## config.mk

```make
export PLATFORM = sky130hd
export DESIGN_NAME = f_pred_pc_unit
export DESIGN_NICKNAME = d
export VERILOG_FILES = /design/src/rtl/f_pred_pc_unit.sv
export SDC_FILE = /design/constraint.sdc
export NUM_CORES = 1
export LEC_CHECK = 0
export BUFFER_PORTS_ARGS = -buffer_cell sky130_fd_sc_hd__buf_2
export CAP_MARGIN = 20
export CORE_ASPECT_RATIO = 2
export CORE_UTILIZATION = 36
export DETAILED_ROUTE_END_ITERATION = 6
export GPL_ROUTABILITY_DRIVEN = 1
export SYNTH_ARGS = -nofsm -noshare
export SYNTH_HDL_FRONTEND = slang
export SYNTH_SLANG_ARGS = --single-unit
export TNS_END_PERCENT = 1
```

## constraint.sdc

```tcl
create_clock -name clk -period 5.7 [get_ports clk]
set_clock_uncertainty 0.05 [all_clocks]
set_input_delay 0 -clock clk [delete_from_list [all_inputs] [get_ports clk]]
set_output_delay 0 -clock clk [all_outputs]
set_load 0.05 [all_outputs]
```

## src/rtl/f_pred_pc_unit.sv

```systemverilog
// Fetch-stage next-PC predictor: bimodal 2-bit BHT for jXX, circular return-address
// stack for call/ret, and a redirect path that loads the corrected PC.
module f_pred_pc_unit #(
  parameter int unsigned WIDTH     = 48,
  parameter int unsigned BHT_DEPTH = 16,
  parameter int unsigned RAS_DEPTH = 8,
  parameter int unsigned MODE      = 1
) (
  input  logic             clk,
  input  logic             rst,
  input  logic             F_stall_i,
  input  logic [WIDTH-1:0] f_pc_i,
  input  logic [3:0]       f_icode_i,
  input  logic [WIDTH-1:0] f_valC_i,
  input  logic [WIDTH-1:0] f_valP_i,
  input  logic             E_upd_i,
  input  logic [WIDTH-1:0] E_upd_pc_i,
  input  logic             E_taken_i,
  input  logic             M_redirect_i,
  input  logic [WIDTH-1:0] M_target_i,
  output logic [WIDTH-1:0] F_predPC_o,
  output logic             F_predTaken_o,
  output logic             F_rasEmpty_o
);

  localparam logic [3:0] IJXX  = 4'h7;
  localparam logic [3:0] ICALL = 4'h8;
  localparam logic [3:0] IRET  = 4'h9;

  localparam int IDX = $clog2(BHT_DEPTH);
  localparam int PW  = (RAS_DEPTH > 1) ? $clog2(RAS_DEPTH) : 1;
  localparam int CW  = $clog2(RAS_DEPTH + 1);

  logic [1:0]       bht [BHT_DEPTH];
  logic [WIDTH-1:0] ras_mem [RAS_DEPTH];
  logic [PW-1:0]    ras_ptr;
  logic [CW-1:0]    ras_cnt;

  logic [IDX-1:0]   f_idx;
  logic [IDX-1:0]   upd_idx;
  logic [PW-1:0]    ptr_inc;
  logic [PW-1:0]    ptr_dec;
  logic [WIDTH-1:0] ras_top;
  logic             ras_empty;
  logic             ras_full;
  logic             jxx_bit;
  logic             push;
  logic             pop;
  logic [WIDTH-1:0] pc_next;
  logic             tk_next;
  logic             unused_pc_bits;

  assign f_idx          = f_pc_i[IDX-1:0];
  assign upd_idx        = E_upd_pc_i[IDX-1:0];
  assign unused_pc_bits = ^{f_pc_i[WIDTH-1:IDX], E_upd_pc_i[WIDTH-1:IDX]};

  // ras_ptr names the next free slot; the top of stack sits one below it.
  assign ptr_inc   = (ras_ptr == PW'(RAS_DEPTH - 1)) ? '0 : ras_ptr + 1'b1;
  assign ptr_dec   = (ras_ptr == '0) ? PW'(RAS_DEPTH - 1) : ras_ptr - 1'b1;
  assign ras_top   = ras_mem[ptr_dec];
  assign ras_empty = (ras_cnt == '0);
  assign ras_full  = (ras_cnt == CW'(RAS_DEPTH));
  assign jxx_bit   = (MODE == 0) ? 1'b1 : bht[f_idx][1];

  always_comb begin
    push    = 1'b0;
    pop     = 1'b0;
    pc_next = F_predPC_o;
    tk_next = F_predTaken_o;
    if (M_redirect_i) begin
      pc_next = M_target_i;
      tk_next = 1'b0;
    end else if (!F_stall_i) begin
      tk_next = 1'b0;
      case (f_icode_i)
        IJXX: begin
          if (jxx_bit) begin
            pc_next = f_valC_i;
            tk_next = 1'b1;
          end else begin
            pc_next = f_valP_i;
          end
        end
        ICALL: begin
          pc_next = f_valC_i;
          push    = 1'b1;
        end
        IRET: begin
          // An empty stack falls through; the pipeline's ret bubble covers it.
          if (ras_empty) begin
            pc_next = f_valP_i;
          end else begin
            pc_next = ras_top;
            pop     = 1'b1;
          end
        end
        default: pc_next = f_valP_i;
      endcase
    end
  end

  always_ff @(posedge clk or negedge rst) begin
    if (!rst) begin
      F_predPC_o    <= '0;
      F_predTaken_o <= 1'b0;
      ras_ptr       <= '0;
      ras_cnt       <= '0;
    end else begin
      F_predPC_o    <= pc_next;
      F_predTaken_o <= tk_next;
      if (push) begin
        ras_ptr <= ptr_inc;
        if (!ras_full) ras_cnt <= ras_cnt + 1'b1;
      end else if (pop) begin
        ras_ptr <= ptr_dec;
        ras_cnt <= ras_cnt - 1'b1;
      end
    end
  end

  // Stack storage needs no reset: the count gates every read.
  always_ff @(posedge clk) begin
    if (push) ras_mem[ras_ptr] <= f_valP_i;
  end

  // Training runs even while fetch is stalled or redirected.
  always_ff @(posedge clk or negedge rst) begin
    if (!rst) begin
      for (int i = 0; i < BHT_DEPTH; i++) bht[i] <= 2'b10;
    end else if (E_upd_i) begin
      if (E_taken_i) begin
        if (bht[upd_idx] != 2'b11) bht[upd_idx] <= bht[upd_idx] + 2'd1;
      end else begin
        if (bht[upd_idx] != 2'b00) bht[upd_idx] <= bht[upd_idx] - 2'd1;
      end
    end
  end

  assign F_rasEmpty_o = ras_empty;

endmodule
```

==> out/qor_table.md, run 1 <==
| Step | Quantity | Reported |
|:---|:---|:---|
| status | Result of the run | finished clean |
| cts | Number of buffers inserted during clock tree synthesis | 44 |
| global routing | Global Route Usage Sum | 0.210 |
| timing | Max transition margin | 0.345 |
| die | Row count | 123 |
| hold path | Number of cells on the worst hold path | 5 |
| synthesis | Post-synthesis register bit count | 472 |
| timing | Final setup vio count | 0 |
| die | Number of primary I/O pins | 300 |
| detailed routing | Post-DRT Antenna Nets | 0 |
| synthesis | Mapped cell area | 20,600 µm² |
| cts | Clock-pin slew on the worst setup and hold paths | 0.07 ns |
| worst setup path | Maximum net fanout on the critical path | 24 |
| detailed routing | Router iterations before antenna repair | 5 |
| cts | CTS H-tree depth | 2 |
| hold path | Worst min-delay path class | in2reg |
| synthesis | FFs w/ async S/R, synth | 0.186 |
| synthesis | Count of synthesis-stage warnings from yosys | 0 |
| die | Die ar. | 58,200 µm² |
| worst setup path | Number of buffer and inverter instances along the worst setup path | 3 |
| timing | Highest attainable clock frequency | 241 MHz |
| synthesis | Most frequent cell after synthesis | edfxtp_1 |
| cells and area | Fraction of final layout cells sized beyond drive strength 1 | 0.236 |
| job | Number of maximum-capacitance constraint violations | 0 |
| detailed routing | Routed WL per cell | 23.7 µm |
| worst setup path | Startpoint of the worst-slack reg-to-reg timing path | ras_ptr[0] |
| timing | Transition at the pin with the smallest max-transition slack | 0.980 ns |
| die | Die Ht | 340 µm |
| worst setup path | Worst Path Class, Setup | reg2reg |
| synthesis | Largest cells by area after synthesis | edfxtp_1, dfrtp_1, mux2i_1 |
| place | Final HPWL from detailed placement | 36.3 mm |
| hold path | Hold Path End | ras_ptr[1] |
| worst setup path | Slowest stage cell, crit path | nor2b_4 |
| worst setup path | CP required | 6.07 ns |
| synthesis | Area leader, netlist | edfxtp_1 |
| worst setup path | Cell repeated most along the worst path | ha_1 |
| timing | Final hold violation count | 0 |
| global routing | Global route total overflow | 0 |
| timing | Final critical-path share of the clock period | 0.726 |
| place | IO Port Bufs | 211 |
| synthesis | Proportion of synthesized chip area in sequential cells | 0.668 |
| synthesis | Most used flip-flop cell after synthesis | edfxtp_1 |
| power and ir drop | Power Density | 391 nW/µm² |
| place | GP Congestion | 0.775 |
| worst setup path | CP delay by family, top | buffers and inverters |
| hold path | Origin of the worst min-delay path | f_icode_i[3] |
| synthesis | Post-synthesis instance total | 1,442 |
| die | Initial standard-cell utilization of the core | 0.366 |
| global routing | Number of antenna violations at the first check in global routing | 3 |
| cts | Setup bufs post-CTS | 0 |
| global routing | Global-route wire length before repair | 90.6 mm |
| cts | Number of cells upsized or downsized after cts | 0 |
| worst setup path | Cell-by-cell trace of the critical path | inv_1, ha_1, ha_1, nor2b_4, buf_4, a32oi_1, a221oi_1, a31oi_1, dlygate4sd3_1 |
| synthesis | Number of nets produced by synthesis | 1,701 |
| timing | Setup repair after global routing missed its margin | no |
| global routing | Vias in the first global route | 14,998 |
| worst setup path | Worst r2r path cells | 9 |
| detailed routing | Post-route DRC | 0 |
| die | Die width | 171 µm |
| detailed routing | Vias after detailed routing | 14,223 |
| worst setup path | Signal arrival time at the worst endpoint | 4.52 ns |
| worst setup path | R2r endpoint | F_predPC_o[15] |
| worst setup path | Startpoint types | flop |
| cts | TritonCTS clock tree | done |
| cts | Root buffer selected by CTS | clkbuf_16 |
| power and ir drop | Cell leakage power | 9.18 nW |
| timing | Final max-slew violation count | 0 |
| synthesis | Yosys cell types | 62 |
| timing | Aggregate negative setup slack | 0 ns |
| worst setup path | Register-to-register setup slack | 1.56 ns |
| cells and area | Antenna diode count | 0 |
| worst setup path | Delay of the slowest cell on the worst path | 0.77 ns |
| cts | Number of sinks driven by the clock tree | 472 |
| synthesis | Post-synth EDFFs | 384 |
| detailed routing | Mean number of vias per cell | 5.54 |
| detailed routing | DRC marker count from the first detailed-route iteration | 1,020 |
| cells and area | Area Growth Syn to Fin | 23.7% |
| worst setup path | Worst setup EP type | flop |
| synthesis | Top cells by instance count after synthesis | edfxtp_1, nand2_1, mux2i_1 |
| cts | Hold Buf Count CTS | 156 |
| synthesis | Syn Area/Cell | 14.3 µm² |
| power and ir drop | Worst ir drop on vdd | 0.224 mV |
| synthesis | Yosys top cell area share | 0.560 |
| cts | Worst-Skew Late Latency | 0.56 ns |
| timing | Final critical-path required period | 4.14 ns |
| cells and area | Final #Nets | 2,043 |
| detailed routing | Wirelength, routed | 60.8 mm |
| die | Area inside the core boundary | 56,300 µm² |
| power and ir drop | Overall Power | 9.95 mW |
| cts | Bufs on Longest Clock Path | 3 |
| global routing | Largest net degree at the start of global routing | 69 |
==> metrics by stage <==
step | hold WS [ns] | cells | instance area [µm²] | worst slack, ns | util
final | 0.125 | 2567 | 25500 | 1.56 | 0.452
after global routing | 0.142 | 2567 | 25500 | 1.37 | 0.452
after CTS | 0.0833 | 2563 | 25400 | 1.41 | 0.451
after detailed placement | -0.117 | 2328 | 22300 | 1.91 | 0.396
after global placement | -0.122 | 2327 | 22300 | 1.99 | 0.396
after floorplan | -0.346 | 1442 | 20600 | 0.841 | -
==> layer usage <==
metal,track usage,wire length (µm),up-vias,part of all wire
met5,0,35,-,0.00058
met4,0.0960,2330,6,0.038
met3,0.0252,2890,125,0.047
met2,0.384,32400,474,0.53
met1,0.241,23200,7258,0.38
li1,-,-,6360,-
==> kinds of logic after synthesis <==
kind of cell    synth area share
compound gates             0.123
xor+xnor                 0.00255
fa+ha+maj                0.00583
buf+inv                   0.0359
flops                      0.668
mux                       0.0975
simple gates              0.0669
==> state kept, by name, summed over array words and instances (netlist names), named ones only <==
register / cells
F_predPC_o: 48
F_predTaken_o: 1
bht: 16
ras_cnt: 4
ras_mem: 384
ras_ptr: 3
==> worst reg2reg max path: stages, from the launching register on <==
cell           delay [ns]
dfrtp_1              0.63
inv_1                0.13
ha_1                 0.22
ha_1                 0.40
nor2b_4              0.78
buf_4                0.42
a32oi_1              0.13
a221oi_1             0.51
a31oi_1              0.17
dlygate4sd3_1        0.58
==> placed cells by master (no fill, tap or decap), types with 11 or more instances in the layout <==
cell and count:
edfxtp_1 384, nand2_1 265, buf_2 210, dlygate4sd3_1 156
mux2i_1 133, dfrtp_1 72, a32oi_1 60, a31oi_1 60
a221oi_1 54, o22ai_1 49, o31ai_1 47, clkbuf_16 45
buf_4 35, mux2_2 34, a221oi_2 17, dfstp_2 16
o21ai_1 13, nor2_1 11
==> power breakdown <==
part	switching, mW	internal [mW]
clock	1.28	1.83
combinational	1.69	1.06
sequential	0.143	3.95
==> area by class of cell <==
type / instances / area, µm²
Fill cell: 5110 / 30900
Sequential cell: 472 / 13800
Multi-Input combinational cell: 851 / 6230
Timing Repair Buffer: 407 / 3000
Clock buffer: 55 / 1170
Tap cell: 750 / 938
Clock inverter: 24 / 338
Inverter: 8 / 31.3
==> worst max path at each step <==
stage,from,to,slack (ns),cells past startpoint
2_1_floorplan,f_icode_i[0],ras_mem[4][0],0.84,5
3_3_place_gp,ras_ptr[0],F_predPC_o[32],1.99,9
3_5_place_dp,E_upd_pc_i[0],flop,1.91,11
4_1_cts,ras_ptr[0],F_predPC_o[32],1.41,10
5_1_grt,ras_ptr[0],F_predPC_o[15],1.37,9
6_report,ras_ptr[0],F_predPC_o[15],1.56,9
Power figures use the tool's default switching activity.
==> inputs of run 2 (changes only) <==
--- a/config.mk
+++ b/config.mk
@@ -5,6 +5,7 @@
 export SDC_FILE = /design/constraint.sdc
 export NUM_CORES = 1
 export LEC_CHECK = 0
+export ABC_AREA = 1
 export BUFFER_PORTS_ARGS = -buffer_cell sky130_fd_sc_hd__buf_2
 export CAP_MARGIN = 20
 export CORE_ASPECT_RATIO = 2
==> constraint.sdc (replaced) <==
create_clock -name clk -period 3.3 [get_ports clk]
set_clock_uncertainty 0.05 [all_clocks]
set_input_delay 0 -clock clk [delete_from_list [all_inputs] [get_ports clk]]
set_output_delay 0 -clock clk [all_outputs]
set_load 0.05 [all_outputs]
==> out/qor_table.md, run 2 <==
| Step | Quantity | Reported | vs previous |
|:---|:---|:---|:---|
| worst setup path | Maximum net fanout on the critical path | 44 | +83% |
| detailed routing | Vias after detailed routing | 17,832 | +25% |
| worst setup path | Worst setup EP type | flop |  |
| global routing | Largest net degree at the start of global routing | 193 | +180% |
| power and ir drop | NetSw | 7.79 mW | +150% |
| hold path | Number of cells on the worst hold path | 7 | +2 |
| cts | Setup bufs post-CTS | 0 | unchanged |
| power and ir drop | Internal power | 12.0 mW | +76% |
| detailed routing | Routed WL per cell | 20.0 µm | -16% |
| timing | Hold slack final | 0.0147 ns | -0.111 ns |
| hold path | Worst min-delay path class | in2reg |  |
| synthesis | Number of nets produced by synthesis | 2,493 | +47% |
| timing | Final critical-path share of the clock period | 0.951 | +0.225 |
| timing | Final setup vio count | 0 | unchanged |
| synthesis | Post-synth EDFFs | 384 | unchanged |
| worst setup path | Signal arrival time at the worst endpoint | 3.53 ns | -0.99 ns |
| cells and area | Flip-flop count of the largest register after layout | 384 | unchanged |
| cts | TritonCTS clock tree | done |  |
| global routing | Global Route Usage Sum | 0.216 | +0.00624 |
| worst setup path | Startpoint of the worst-slack reg-to-reg timing path | ras_ptr[1] |  |
| synthesis | Yosys cell types | 32 | -48% |
| cells and area | Register with the most flip-flops | ras_mem |  |
| cts | Root buffer selected by CTS | clkbuf_16 |  |
| cts | Number of buffers inserted during clock tree synthesis | 43 | -2.3% |
| place | Post-detailed-placement cell area | 23,700 µm² | +6.2% |
| die | Area inside the core boundary | 59,900 µm² | +6.4% |
| power and ir drop | Switching part of the total | 0.393 | +0.0808 |
| hold path | Origin of the worst min-delay path | f_valC_i[30] |  |
| synthesis | FFs w/ async S/R, synth | 0.186 | unchanged |
| synthesis | Largest cells by area after synthesis | edfxtp_1, nand2_1, nand3_1 |  |
| synthesis | Count of synthesis-stage warnings from yosys | 0 | unchanged |
| place | Final HPWL from detailed placement | 40.1 mm | +10% |
| die | Die width | 176 µm | +2.8% |
| power and ir drop | Comb power frac | 0.389 | +0.113 |
| timing | Max transition margin | 0.239 | -0.106 |
| cells and area | Registers with the most flip-flops | ras_mem x384, F_predPC_o x48, bht x16 |  |
| cells and area | Area Growth Syn to Fin | 22.9% |  |
| synthesis | Yosys top cell area share | 0.530 | -0.0302 |
| timing | Final critical-path required period | 3.14 ns | -1.00 ns |
| detailed routing | Mean number of vias per cell | 5.28 | -4.8% |
| die | Number of primary I/O pins | 300 | unchanged |
| synthesis | Area leader, netlist | edfxtp_1 |  |
| worst setup path | Worst r2r path cells | 12 | +3 |
| detailed routing | Post-DRT Antenna Nets | 0 | unchanged |
| timing | Setup repair after global routing missed its margin | no |  |
| power and ir drop | Cell leakage power | 11.2 nW | +23% |
| hold path | Hold Path End | F_predPC_o[30] |  |
| synthesis | Proportion of synthesized chip area in sequential cells | 0.632 | -0.0360 |
| die | Initial standard-cell utilization of the core | 0.363 | -0.00225 |
| cts | CTS H-tree depth | 2 | unchanged |
| job | Number of maximum-capacitance constraint violations | 0 | unchanged |
| power and ir drop | Overall Power | 19.8 mW | +99% |
| timing | Setup slack after layout | 0.160 ns | -1.40 ns |
| detailed routing | Router iterations before antenna repair | 5 | unchanged |
| synthesis | Post-synthesis register bit count | 472 | unchanged |
| power and ir drop | Worst ir drop on vdd | 0.652 mV | +190% |
| cells and area | Final non-filler cell area | 26,700 µm² | +5.0% |
| synthesis | Top cells by instance count after synthesis | nand2_1, nand3_1, edfxtp_1 |  |
| synthesis | Mapped cell area | 21,800 µm² | +5.7% |
| worst setup path | CP required | 3.69 ns | -2.38 ns |
| detailed routing | Post-route DRC | 0 | unchanged |
| power and ir drop | Power Density | 740 nW/µm² | +89% |
| cells and area | Fraction of final layout cells sized beyond drive strength 1 | 0.146 | -0.0897 |
| power and ir drop | Fraction of power consumed by sequential logic | 0.353 | -0.058 |
| cells and area | Final #Nets | 2,826 | +38% |
| worst setup path | Startpoint types | flop |  |
| place | IO Port Bufs | 211 | unchanged |
| timing | Transition at the pin with the smallest max-transition slack | 1.14 ns | +0.160 ns |
| cts | Worst-Skew Late Latency | 0.58 ns | +0.02 ns |
| cells and area | Leading cell type in the layout, fill and taps excluded | nand2_1 |  |
| worst setup path | R2r endpoint | F_predPC_o[39] |  |
| global routing | Global-route wire length before repair | 101 mm | +12% |
| die | Die Ht | 350 µm | +2.8% |
| cells and area | Layout fillers | 5,507 | +7.8% |
| global routing | Global route total overflow | 0 | unchanged |
| timing | Highest attainable clock frequency | 319 MHz | +32% |
| synthesis | Syn Area/Cell | 9.74 µm² | -32% |
| timing | Aggregate negative setup slack | 0 ns | unchanged |
| worst setup path | Register-to-register setup slack | 0.16 ns | -1.40 ns |
| global routing | Number of antenna violations at the first check in global routing | 7 | +4 |
| detailed routing | Wirelength, routed | 67.6 mm | +11% |
| detailed routing | DRC marker count from the first detailed-route iteration | 1,294 | +27% |
| place | Placement-stage worst setup slack | 0.444 ns | -1.47 ns |
| synthesis | Post-synthesis instance total | 2,234 | +55% |
| cts | Number of sinks driven by the clock tree | 472 | unchanged |
| cells and area | Area taken by flip-flops and latches | 13,800 µm² | unchanged |
| status | Result of the run | finished clean |  |
| die | Row count | 127 | +3.3% |
| synthesis | Most frequent cell after synthesis | nand2_1 |  |
| worst setup path | Worst Path Class, Setup | reg2reg |  |
| global routing | Vias in the first global route | 17,733 | +18% |
| die | Die ar. | 61,500 µm² | +5.7% |
| cells and area | Leading cell types in the layout, fill and taps excluded | nand2_1, nand3_1, edfxtp_1 |  |
| place | GP Congestion | 0.896 | +16% |
| synthesis | Most used flip-flop cell after synthesis | edfxtp_1 |  |
| cells and area | Area occupied by multi-input gates | 6650 µm² | +6.8% |
| cts | Clock-pin slew on the worst setup and hold paths | 0.07 ns | about the same |
| cts | Bufs on Longest Clock Path | 3 | unchanged |
| power and ir drop | Clock network fraction of total power | 0.257 | -0.055 |
| timing | Final hold violation count | 0 | unchanged |
| timing | Final max-slew violation count | 0 | unchanged |
[run 2: what timing repair did]
action                     CTS  global route
resized for setup            0             7
hold buffers               154             0
hold endpoints to repair   545             0
setup endpoints to repair    0            35
[run 2: kinds of logic (layout without fill, tap and decap cells)]
group           Yosys count  in the layout  synth area share
compound gates          219            219            0.0606
buf+inv                 333            701            0.0663
fa+ha+maj                 9              9           0.00552
simple gates           1195           1195             0.233
mux                       1              1          0.000517
xor+xnor                  5              5           0.00201
other cells               0              3                 0
flops                   472            472             0.632
[run 2: critical path, cell delays in order (launching register included)]
cell           delay [ns]
dfrtp_1              0.40
clkinvlp_4           0.23
ha_4                 0.39
inv_2                0.12
buf_4                0.51
nand3_1              0.15
nand3_1              0.13
nand2_1              0.07
a21oi_1              0.13
nand2_1              0.07
nand2_1              0.07
nand2_1              0.06
dlygate4sd3_1        0.59
[run 2: layout make-up]
| cell class | count | share of cell area |
|---|---|---|
| Antenna cell | 3 | 0.000281 |
| Clock buffer | 51 | 0.0417 |
| Clock inverter | 29 | 0.0114 |
| Inverter | 204 | 0.0293 |
| Multi-Input combinational cell | 1429 | 0.249 |
| Sequential cell | 472 | 0.514 |
| Tap cell | 774 | 0.0362 |
| Timing Repair Buffer | 417 | 0.118 |
[run 2: per-stage QoR]
step                       util  instances
after floorplan               -       2234
after CTS                 0.445       3375
after detailed placement  0.396       3141
after global placement    0.396       3141
final                     0.447       3379
after global routing      0.446       3378
[run 2: worst max-delay path by stage]
stage	endpoint	start	slack (ns)
after floorplan	ras_mem[2][0]	ras_ptr[0]	-1.44
after global placement	F_predPC_o[32]	ras_ptr[1]	0.52
after detailed placement	F_predPC_o[32]	ras_ptr[1]	0.44
after CTS	F_predPC_o[2]	ras_ptr[1]	0.03
after global routing	F_predPC_o[3]	ras_ptr[1]	0.004
final	F_predPC_o[39]	ras_ptr[1]	0.16
[run 2: per-layer routing]
metal,track usage,vias up,wire [µm]
li1,-,8239,-
met1,0.248,8628,24800
met2,0.394,784,34900
met3,0.0327,173,4920
met4,0.0942,8,2820
met5,0,-,48
[run 2: power groups by stage]
stage                     Sequential (mW)  Combinational, mW  Clock (mW)
after global routing                 7.02               8.46        5.39
after CTS                            6.98               7.63        5.18
after floorplan                      7.28               4.86           0
after detailed placement             7.11               7.42           0
final                                6.99               7.71        5.10
after global placement               7.09               7.27           0
==> inputs of run 3 (changes only) <==
--- a/config.mk
+++ b/config.mk
@@ -12,6 +12,8 @@
 export CORE_UTILIZATION = 36
 export DETAILED_ROUTE_END_ITERATION = 6
 export GPL_ROUTABILITY_DRIVEN = 1
+export MAX_ROUTING_LAYER = met4
+export RECOVER_POWER = 50
 export SYNTH_ARGS = -nofsm -noshare
 export SYNTH_HDL_FRONTEND = slang
 export SYNTH_SLANG_ARGS = --single-unit
==> out/qor_table.md, run 3 (synthesis results as in run 2) <==
| Step | Quantity | Reported | vs previous |
|:---|:---|:---|:---|
| status | Result of the run | complete, but fails checks |  |
| status | Violated checks | DRC, capacitance limit, slew limit |  |
| detailed routing | Router iterations before antenna repair | 7 | +2 |
| place | IO Port Bufs | 211 | unchanged |
| hold path | Origin of the worst min-delay path | E_upd_i |  |
| die | Initial standard-cell utilization of the core | 0.363 | unchanged |
| worst setup path | Slowest stage cell, crit path | dlygate4sd3_1 |  |
| cts | CTS H-tree depth | 2 | unchanged |
| cells and area | Register with the most flip-flops | ras_mem |  |
| worst setup path | Startpoint of the worst-slack reg-to-reg timing path | bht[9] |  |
| worst setup path | Register-to-register setup slack | 0.26 ns | +0.10 ns |
| worst setup path | CP required | 3.77 ns | +0.08 ns |
| cts | TritonCTS clock tree | done |  |
| worst setup path | Signal arrival time at the worst endpoint | 3.51 ns | -0.02 ns |
| global routing | Global route total overflow | 0 | unchanged |
| worst setup path | R2r endpoint | bht[11] |  |
| global routing | Global Route Usage Sum | 0.223 | +0.00648 |
| global routing | Global-route wire length before repair | 101 mm | about the same |
| job | Number of maximum-capacitance constraint violations | 2 | +2 |
| worst setup path | Worst r2r path cells | 13 | +1 |
| detailed routing | Routed WL per cell | 19.9 µm | -0.34% |
| cts | Clock-pin slew on the worst setup and hold paths | 0.07 ns | about the same |
| die | Die width | 176 µm | unchanged |
| timing | Max transition margin | -0.214 | -0.453 |
| worst setup path | Worst setup EP type | flop |  |
| cts | Root buffer selected by CTS | clkbuf_16 |  |
| timing | Setup repair after global routing missed its margin | no |  |
| detailed routing | Wirelength, routed | 67.5 mm | -0.11% |
| worst setup path | Cell-by-cell trace of the critical path | inv_1, o22ai_1, o21ai_0, nand4_1, ha_1, nand2_1, nand2_1, a21oi_1, inv_1, nor2_1, nand2_1, o21ai_0, dlygate4sd3_1 |  |
| die | Die Ht | 350 µm | unchanged |
| cells and area | Registers with the most flip-flops | ras_mem x384, F_predPC_o x48, bht x16 |  |
| place | GP Congestion | 0.911 | +1.7% |
| timing | Final critical-path required period | 3.04 ns | -0.101 ns |
| timing | Setup slack after layout | 0.261 ns | +0.101 ns |
| worst setup path | Maximum net fanout on the critical path | 4 | -91% |
| worst setup path | Number of buffer and inverter instances along the worst setup path | 3 | -1 |
| timing | Highest attainable clock frequency | 329 MHz | +3.3% |
| worst setup path | Delay of the slowest cell on the worst path | 0.58 ns | about the same |
| timing | Final hold violation count | 0 | unchanged |
| timing | Aggregate negative setup slack | 0 ns | unchanged |
| cts | Number of buffers inserted during clock tree synthesis | 43 | unchanged |
| cells and area | Fraction of the core area covered by cells at the end of the flow | 0.445 | -0.00142 |
| cells and area | Area Growth Syn to Fin | 22.5% |  |
| worst setup path | CP delay by family, top | simple AND/OR/NAND/NOR gates |  |
| timing | Final max-slew violation count | 61 | +61 |
| global routing | Largest net degree at the start of global routing | 193 | unchanged |
| detailed routing | DRC marker count from the first detailed-route iteration | 1,359 | +5.0% |
| timing | Final setup vio count | 0 | unchanged |
| cells and area | Leading cell type in the layout, fill and taps excluded | nand2_1 |  |
| cells and area | Fraction of final layout cells sized beyond drive strength 1 | 0.118 | -0.0289 |
| timing | Final critical-path share of the clock period | 0.921 | -0.0305 |
| detailed routing | Vias after detailed routing | 17,959 | +0.71% |
| die | Area inside the core boundary | 59,900 µm² | unchanged |
| cells and area | Leading cell types in the layout, fill and taps excluded | nand2_1, nand3_1, edfxtp_1 |  |
| detailed routing | Post-DRT Antenna Nets | 0 | unchanged |
| hold path | Hold Path End | bht[19] |  |
| cts | Bufs on Longest Clock Path | 3 | unchanged |
| power and ir drop | Power Density | 743 nW/µm² | +0.39% |
| timing | Hold slack final | 0.0166 ns | +0.00187 ns |
| global routing | Number of antenna violations at the first check in global routing | 8 | +1 |
| power and ir drop | Worst ir drop on vdd | 0.644 mV | -1.3% |
| worst setup path | Startpoint types | flop |  |
| detailed routing | Mean number of vias per cell | 5.30 | +0.47% |
| hold path | Worst min-delay path class | in2reg |  |
| place | Placement-stage worst setup slack | 0.444 ns | unchanged |
| place | Final HPWL from detailed placement | 40.1 mm | unchanged |
| worst setup path | Cell repeated most along the worst path | nand2_1 |  |
| global routing | Vias in the first global route | 17,739 | +0.034% |
| die | Row count | 127 | unchanged |
| cells and area | Flip-flop count of the largest register after layout | 384 | unchanged |
| cts | Number of sinks driven by the clock tree | 472 | unchanged |
| worst setup path | Worst Path Class, Setup | reg2reg |  |
| cts | Worst-Skew Late Latency | 0.58 ns | about the same |
| timing | Transition at the pin with the smallest max-transition slack | 1.82 ns | +0.681 ns |
| cells and area | Final #Nets | 2,828 | +0.071% |
| die | Number of primary I/O pins | 300 | unchanged |
| power and ir drop | Cell leakage power | 11.0 nW | -1.8% |
| hold path | Number of cells on the worst hold path | 7 | unchanged |
| detailed routing | Post-route DRC | 1 | +1 |
| die | Die ar. | 61,500 µm² | unchanged |
==> run 3: stage by stage <==
stage	instances	instance area [µm²]	total power [mW]
after floorplan	2234	21800	12.1
after global placement	3141	23700	14.4
after detailed placement	3141	23700	14.5
after CTS	3375	26700	19.8
after global routing	3386	26700	20.9
final	3387	26700	19.8
==> run 3: power by group <==
part           switching, mW  internal (mW)
Clock                   2.32           2.78
Sequential             0.189           6.80
Combinational           5.30           2.42
==> run 3: what timing repair did <==
item                                   4_1_cts  5_1_grt
endpoints found under the hold margin      545        0
setup endpoints to repair                    0       35
resized for setup                            0        6
hold buffers                               154        0
setup buffers                                0        2
==> run 3: worst min-delay path, cell delays in order <==
cell     delay, ns
buf_2         0.10
nand2_1       0.05
a21oi_1       0.04
inv_1         0.11
nor2_1        0.12
nand2_1       0.12
o21ai_0       0.09
==> run 3: layout make-up <==
class	instances	area, µm²
diodes	9	22.5
clock buffers	51	1120
clock inverters	29	304
fillers	5539	33200
inverters	204	779
multi-input cells	1429	6650
flip-flops and latches	472	13800
well taps	774	968
repair buffers	419	3070
==> run 3: routing by layer <==
metal / vias to the layer above / GRT usage / share of wire
met4: 0 / 0.0916 / 0.043
met3: 190 / 0.0306 / 0.077
met1: 8675 / 0.249 / 0.36
li1: 8254 / - / -
met2: 840 / 0.396 / 0.52
met5: - / - / 0
==> run 3: worst max-delay path by stage <==
stage                     startpoint        endpoint  cells past startpoint  slack, ns
after floorplan           ras_ptr[0]   ras_mem[2][0]                      5      -1.44
after CTS                 ras_ptr[1]   F_predPC_o[2]                     16       0.03
after detailed placement  ras_ptr[1]  F_predPC_o[32]                     15       0.44
after global routing             rst  F_predPC_o[44]                      4       0.02
final                         bht[9]         bht[11]                     13       0.26
after global placement    ras_ptr[1]  F_predPC_o[32]                     15       0.52
